`config.mk`:
```
export PLATFORM = sky130hd
export DESIGN_NAME = math_add_48_arb
export DESIGN_NICKNAME = d
export VERILOG_FILES = /design/src/rtl/math_add_48_arb.sv
export SDC_FILE = /design/constraint.sdc
export NUM_CORES = 1
export LEC_CHECK = 0
export CORE_AREA = 3 3 233 235
export DETAILED_ROUTE_END_ITERATION = 8
export DIE_AREA = 0 0 236 238
export GPL_ROUTABILITY_DRIVEN = 0
export PLACE_DENSITY = 0.39
export SLEW_MARGIN = 5
export SYNTH_ARGS = -nofsm -noshare
export SYNTH_HDL_FRONTEND = slang
export SYNTH_SLANG_ARGS = --single-unit
```
`constraint.sdc`:
```
create_clock -name clk -period 2.93 [get_ports clk]
set_clock_uncertainty 0.05 [all_clocks]
set_input_delay 0.4395 -clock clk [delete_from_list [all_inputs] [get_ports clk]]
set_output_delay 0.4395 -clock clk [all_outputs]
set_load 0.005 [all_outputs]
```
`src/rtl/math_add_48_arb.sv`:
```
// math_add_48_arb: round-robin arbiter sharing one 48-bit adder among NUM_REQ requesters,
// with a tag pipeline that routes each returning sum back to its owner.
module math_add_48_arb #(
    parameter int NUM_REQ     = 4,
    parameter int ADD_LATENCY = 2,
    parameter int IDX_W       = 2
) (
    input  logic                  clk,
    input  logic                  rst,
    input  logic                  ena,
    input  logic [NUM_REQ-1:0]    req_valid,
    output logic [NUM_REQ-1:0]    req_ready,
    input  logic [NUM_REQ*48-1:0] req_dina,
    input  logic [NUM_REQ*48-1:0] req_dinb,
    output logic                  add_ena,
    output logic [47:0]           add_dina,
    output logic [47:0]           add_dinb,
    input  logic [48:0]           add_dout,
    output logic [NUM_REQ-1:0]    rsp_valid,
    output logic [48:0]           rsp_data,
    output logic [3:0]            inflight
);
    logic [IDX_W-1:0] rr;
    logic [IDX_W-1:0] gnt_idx;
    logic             gnt_any;
    logic             hs;
    logic             rsp_any;
    logic [ADD_LATENCY:0] tag_v;
    logic [IDX_W-1:0] tag_idx [ADD_LATENCY+1];
    // Scan offsets high to low so the lowest offset from rr wins.
    always_comb begin
        gnt_any = 1'b0;
        gnt_idx = '0;
        for (int i = NUM_REQ - 1; i >= 0; i--) begin
            if (req_valid[(int'(rr) + i) % NUM_REQ]) begin
                gnt_any = 1'b1;
                gnt_idx = IDX_W'((int'(rr) + i) % NUM_REQ);
            end
        end
    end
    assign hs        = ena & ~rst & gnt_any;
    assign req_ready = hs ? NUM_REQ'(1) << gnt_idx : '0;
    assign rsp_any   = ena & ~rst & tag_v[ADD_LATENCY];
    assign rsp_valid = rsp_any ? NUM_REQ'(1) << tag_idx[ADD_LATENCY] : '0;
    assign rsp_data  = add_dout;
    assign add_ena   = ena;
    always_ff @(posedge clk) begin
        if (rst) begin
            rr       <= '0;
            add_dina <= '0;
            add_dinb <= '0;
            tag_v    <= '0;
            inflight <= '0;
        end else if (ena) begin
            tag_v      <= {tag_v[ADD_LATENCY-1:0], hs};
            tag_idx[0] <= gnt_idx;
            for (int i = 1; i <= ADD_LATENCY; i++) tag_idx[i] <= tag_idx[i-1];
            inflight   <= inflight + {3'b0, hs} - {3'b0, rsp_any};
            if (hs) begin
                add_dina <= req_dina[48*gnt_idx +: 48];
                add_dinb <= req_dinb[48*gnt_idx +: 48];
                rr       <= (gnt_idx == IDX_W'(NUM_REQ - 1)) ? '0 : gnt_idx + 1'b1;
            end
        end
    end
endmodule

```
# --- Yosys cells after proc, flatten, opt, wreduce, memory -nomap -nowiden ---
# Memory sizes are Yosys's and may differ from the RTL's.
# Index checks and enable logic that the tools add are counted.
classes:
  n_reduce_logical: 4
  muxes: 25
  bitwise_logic: 7
  eq_ne: 1
  n_lt_le_gt_ge: 4
  n_shift: 4
  add_sub_neg: 6
  n_mul: 1
ops:
  columns: ["cell", "n"]
  rows:
  - ["$shiftx A192 B9 Y48", 2]
  - ["$mux W1", 14]
  - ["$lt A3 B4 Y1 const B", 3]
  - ["$mux W2", 5]
  - ["$bmux W1 S2", 4]
  - ["$mux W4", 2]
  - ["$shl A1 B2 Y4 const A", 2]
  - ["$reduce_or A2 Y1", 3]
  - ["$add A2 B1 Y2 const B", 2]
  - ["$add A2 B2 Y2 const B", 2]
  - ["$add A4 B1 Y4", 1]
  - ["$mul A2 B2 Y4 const A", 1]
  - ["$sub A4 B1 Y4", 1]
  - ["$and A1 B1 Y1", 3]
  - ["$and A1 B1 Y1 const A", 3]
  - ["$lt A2 B3 Y1 const B", 1]
  - ["$eq A2 B2 Y1 const B", 1]
  - ["$reduce_and A2 Y1", 1]
  - ["$not A1 Y1", 1]
word_totals:
  output_inout_bits: 158
  ramBits: 6
  regBits: 105
  memories: 1
  wordCells: 58
  in_bits: 440
mem_list:
  columns: ["memory", "words", "width", "read_ports", "rd_ports_with_merged_regs", "write_ports", "line", "rtl"]
  rows:
  - ["tag_idx", 3, 2, 3, 0, 3, "29", "logic [IDX_W-1:0] tag_idx [ADD_LATENCY+1];"]

# --- Longest topological paths before layout ---
depth:
  depth_word: 13
  depth_mapped: 13
  depth_no_buf: 11

# --- Least setup slack after synthesis ---
# No wires, ideal clock.
synth_path:
  path_kind: "input -> register"
  startpoint: "input rst"
  endpoint: "register inflight[3]"
  arrival_ns: 2.970
  required_ns: 2.764
  setup_time_ns: 0.116
  path_buffers: 2
  path_stages: 13
  slack_ns: -0.207
  path_cell_list: "clkbuf_1 -> nor2b_1 -> nor2b_1 -> clkinv_1 -> clkbuf_1 -> ha_1 -> inv_1 -> ha_1 -> a21o_1 -> a21oi_1 -> xnor2_1 -> a21oi_1 -> a31o_2"
synth_between:
  elab_chain_cells: 5
  word_cells_on_any_way: 6
  cone_classes: "add/sub (2); bitwise (4)"
synth_rtl:
  columns: ["item", "line", "rtl"]
  rows:
  - ["start: declaration", "9", "input logic rst,"]
  - ["$not A1 Y1", "41, 43", null]
  - ["$and A1 B1 Y1", "41, 43", null]
  - ["$and A1 B1 Y1", "41", "assign hs = ena & ~rst & gnt_any;"]
  - ["$add A4 B1 Y4", "58", "inflight <= inflight + {3'b0, hs} - {3'b0, rsp_any};"]
  - ["$sub A4 B1 Y4", "58", null]
  - ["end signal: assignment", "58", null]
  - ["end: declaration", "21", "output logic [3:0] inflight"]
# Parallel ways exist; a longest one is shown, timed or not.
# A chain may end at the register's enable or synchronous reset.

# --- Worst setup path in the final report ---
layout_path:
  startpoint: "input req_valid[1]"
  endpoint: "output req_ready[0]"
layout_between:
  elab_chain_cells: 9
  word_cells_on_any_way: 22
  cone_classes: "shift (1); mux (20); bitwise (1)"
layout_rtl:
  columns: ["item", "line", "rtl"]
  rows:
  - ["start: declaration", "11", "input logic [NUM_REQ-1:0] req_valid,"]
  - ["$bmux W1 S2", "35", "if (req_valid[(int'(rr) + i) % NUM_REQ]) begin"]
  - ["$mux W1 (implied by the code) (2 in a row)", "35", null]
  - ["$mux W2 (3 in a row)", "35", null]
  - ["$mux W2 (*)", "35", null]
  - ["via gnt_idx[0]", "24", "logic [IDX_W-1:0] gnt_idx;"]
  - ["$shl A1 B2 Y4 (*)", "42", "assign req_ready = hs ? NUM_REQ'(1) << gnt_idx : '0;"]
  - ["$mux W4 (*)", "42", null]
  - ["end: declaration", "12", "output logic [NUM_REQ-1:0] req_ready,"]
# The timed path passes the listed nets; every way through them passes the cells marked *. The select of a mux whose other input is x is not followed.

==> impl_metrics.toml <==
[clock_network]
ctsHtreeMaxLevel = 3
cts_tree = "yes"
postCtsSetupRepairBufs = 0
cts.clk_slew.worst_paths_ns = 0.08
clock_sinks = 111
root_buffer = "clkbuf_16"
clockBufferDepth = 2
numCtsBuffers = 9
worstSkewPairLatency_ns = 0.38
hold_buffers = 0

[power]
p_total_uw = 5810
ir_drop_v = 0.000299
powerDensity_nw_per_um2 = 436
p_leak_uw = 0.00515

[routing]
routedWlPerCell_um = 20.3
remaining_drc_errors = 0
antenna_left = 0
vias = 8049
drt_iter0_drc = 274
via_per_inst = 4.22
wl_mm = 38.7
dr.pass1.iters = 4

[worst_setup_path]
cp_data_arrival_time_ns = 2.35
critPathCaptureType = "output port"
r2r_cells = 8
crit_path_top_delay_cell = "or4_4"
worstPathCellList = "dlygate4sd2_1, nor2_1, or4_4, nand2_4, inv_4, ha_1, and2_1, clkdlybuf4s50_1"
cp_num_cells = 8
startpoint_type = "input port"
critPathTopFamily = "simple AND/OR/NAND/NOR gates"
critPathKind = "input port to output port"
cp.required_ns = 2.44
crit_fanout = 4
max_stage_delay_ns = 0.55
critPathBufInv = 3

[placed_design]
dp_hpwl_mm = 28.5
place_ws_ns = -0.118
dpl_cell_area_sq_um = 13000
io_buffer_count = 499

[yosys]
synth_area_leader_cell = "dfxtp_1"
ys_seq_elements = 111
synthTopCellsByArea = "dfxtp_1 29%, mux2_4 14%, a221o_1 11%"
syn_area_per_cell_sq_um = 9.34
syn_area_sq_um = 7260
synth_top_area_share_pct = 28.9
ys_types = 41
ys_seq_area_share_pct = 31.4
synth_nets = 1227
synth-xor-area-share_pct = 0.241
synth_compound_area_share_pct = 25.3
synthAdderAreaFrac_pct = 1.65
synth_cells = 778
muxShareOfSynthArea_pct = 20.9
yosys.area_share.simple_pct = 9.85
yosys_warnings = 0
synth_top_family_by_area = "compound AO/OA/AOI/OAI gates"

[timing]
final.setup.worst_slack_ns = 0.0939
slew_headroom_pct = 56.1
finalSetupViolCount = 0
worst_pin_slew_ns = 0.653
rsz0062_at_grt = "false"
layout_min_cycle_time_ns = 2.84
finalHoldViolCount = 0
fin_tns_setup_ns = 0
period_share_pct = 96.8
clock.fmax_mhz = 353
whs_ns = 0.376
drv_slew = 0

[global_routing]
grt_overflow_total = 0
grtUsageTotal_pct = 13.3
antenna_found_initial = 4
grt_max_degree = 81
grt_pass1_vias = 8648
grt_pass1_wl_mm = 56.4

[floorplanning]
dieArea_sq_um = 56200
fp.dieH_um = 238
start_util_pct = 13.9
core-area_sq_um = 52400
ios = 598
fp.dieW_um = 236
num_rows = 84

[cells_and_area]
finalInstanceArea_sq_um = 13300
final_net_count = 1661
fillers = 5630
syn_to_final_growth_pct = 83.4
drive_above_1_share_pct = 12.7

[run_status]
status = "finished clean"

[worst_hold_path]
hold_path_class = "register to register"
hold_path_depth = 0

[job]
cap_violations = 0
[cells in the final DEF (no fill, tap or decap), drive strengths merged, types with 3 or more instances in the layout]
cell / n
nand2: 7
buf: 52
a221o: 80
ha: 8
a211oi: 4
inv: 10
mux2i: 36
nor2b: 5
nand3b: 16
o221ai: 16
a21oi: 82
and2: 4
nand3: 80
clkdlybuf4s50: 495
edfxtp: 6
mux2: 80
dfxtp: 105
clkinv: 5
o21ai: 84
nor2: 11
clkbuf: 9
nand2b: 3
dlygate4sd2: 4
[power breakdown]
part           internal, uW  leakage [uW]  switching [uW]
Clock                   670      0.000150             701
Sequential             1750      0.000924             135
Combinational          1540       0.00408            1010
Total                  3960       0.00515            1850
[synth_stat cells, drive strengths merged]
cell and number:
dfxtp 105, o21ai 84, a21oi 82, a221o 80, mux2 80, nand3 80
buf 70, clkbuf 58, mux2i 36, nand3b 16, o221ai 16, nor2 11
ha 8, inv 8, nand2 7, edfxtp 6, nor2b 5, a211oi 4
and2 4, nand2b 3, nor4 2, xnor2 2, a211o 1, a21o 1
a31o 1, and3 1, clkinv 1, fa 1, nor3 1, nor3b 1
o21ba 1, or2 1, or4 1
[per-layer routing]
metal	part of all wire (%)	GRT usage [%]	up-vias
li1	-	-	3789
met1	41	15.7	3846
met2	49	22.6	360
met3	6.8	3.77	50
met4	2.9	5.49	4
met5	0.088	0	-
[registers in the layout (all words and copies together) (netlist names)]
signal	count
add_dina	48
tag_v	3
add_dinb	48
inflight	4
rr	2
tag_idx	6
[worst reg2reg max path: cells and delay by family, from the launching register on]
family / cells / cell delay (ns)
and+or+nand+nor: 1 / 0.10
AOI/OAI and AO/OA: 3 / 0.83
buffers and inverters: 3 / 0.41
DFF: 1 / 0.44
muxes: 1 / 0.41
[path summary, 6_finish.rpt]
check,startpoint,to,slack (ns)
worst max-delay path,req_valid[1],req_ready[0],0.09
worst min-delay path,tag_idx[0][3],tag_idx[0][5],0.38
worst max register to register,rr[1],add_dina[45],0.58
worst min register to register,tag_idx[0][3],tag_idx[0][5],0.38
[stage by stage]
stage	std cells	utilization, %
6_report	1907	25.4
3_5_place_dp	1889	24.8
4_1_cts	1905	25.4
3_3_place_gp	1889	24.8
5_1_grt	1905	25.4
2_1_floorplan	778	-
[final cells by class]
class / instances / area, sq um / area share, %
diodes: 2 / 5.00 / 0.0376
clock buffers: 9 / 225 / 1.69
clock inverters: 7 / 71.3 / 0.535
inverters: 9 / 37.5 / 0.282
multi-input cells: 530 / 4280 / 32.2
flip-flops and latches: 111 / 2280 / 17.1
well taps: 688 / 861 / 6.46
repair buffers: 551 / 5560 / 41.7
[what timing repair did]
action / 4_1_cts / 5_1_grt
pin swaps: 1 / 0
resized for setup: 6 / 2
endpoints found under the setup margin: 4 / 2
[cells by family (layout without fill, tap and decap cells)]
| family | after synthesis | in the layout |
|---|---|---|
| adders and majority gates | 9 | 9 |
| other | 0 | 2 |
| and+or+nand+nor | 133 | 133 |
| xor gates and xnor gates | 2 | 2 |
| DFF | 111 | 111 |
| muxes | 116 | 116 |
| AOI/OAI and AO/OA | 270 | 270 |
| buffers and inverters | 137 | 576 |
Note: power is estimated with default switching activity, not from simulation.
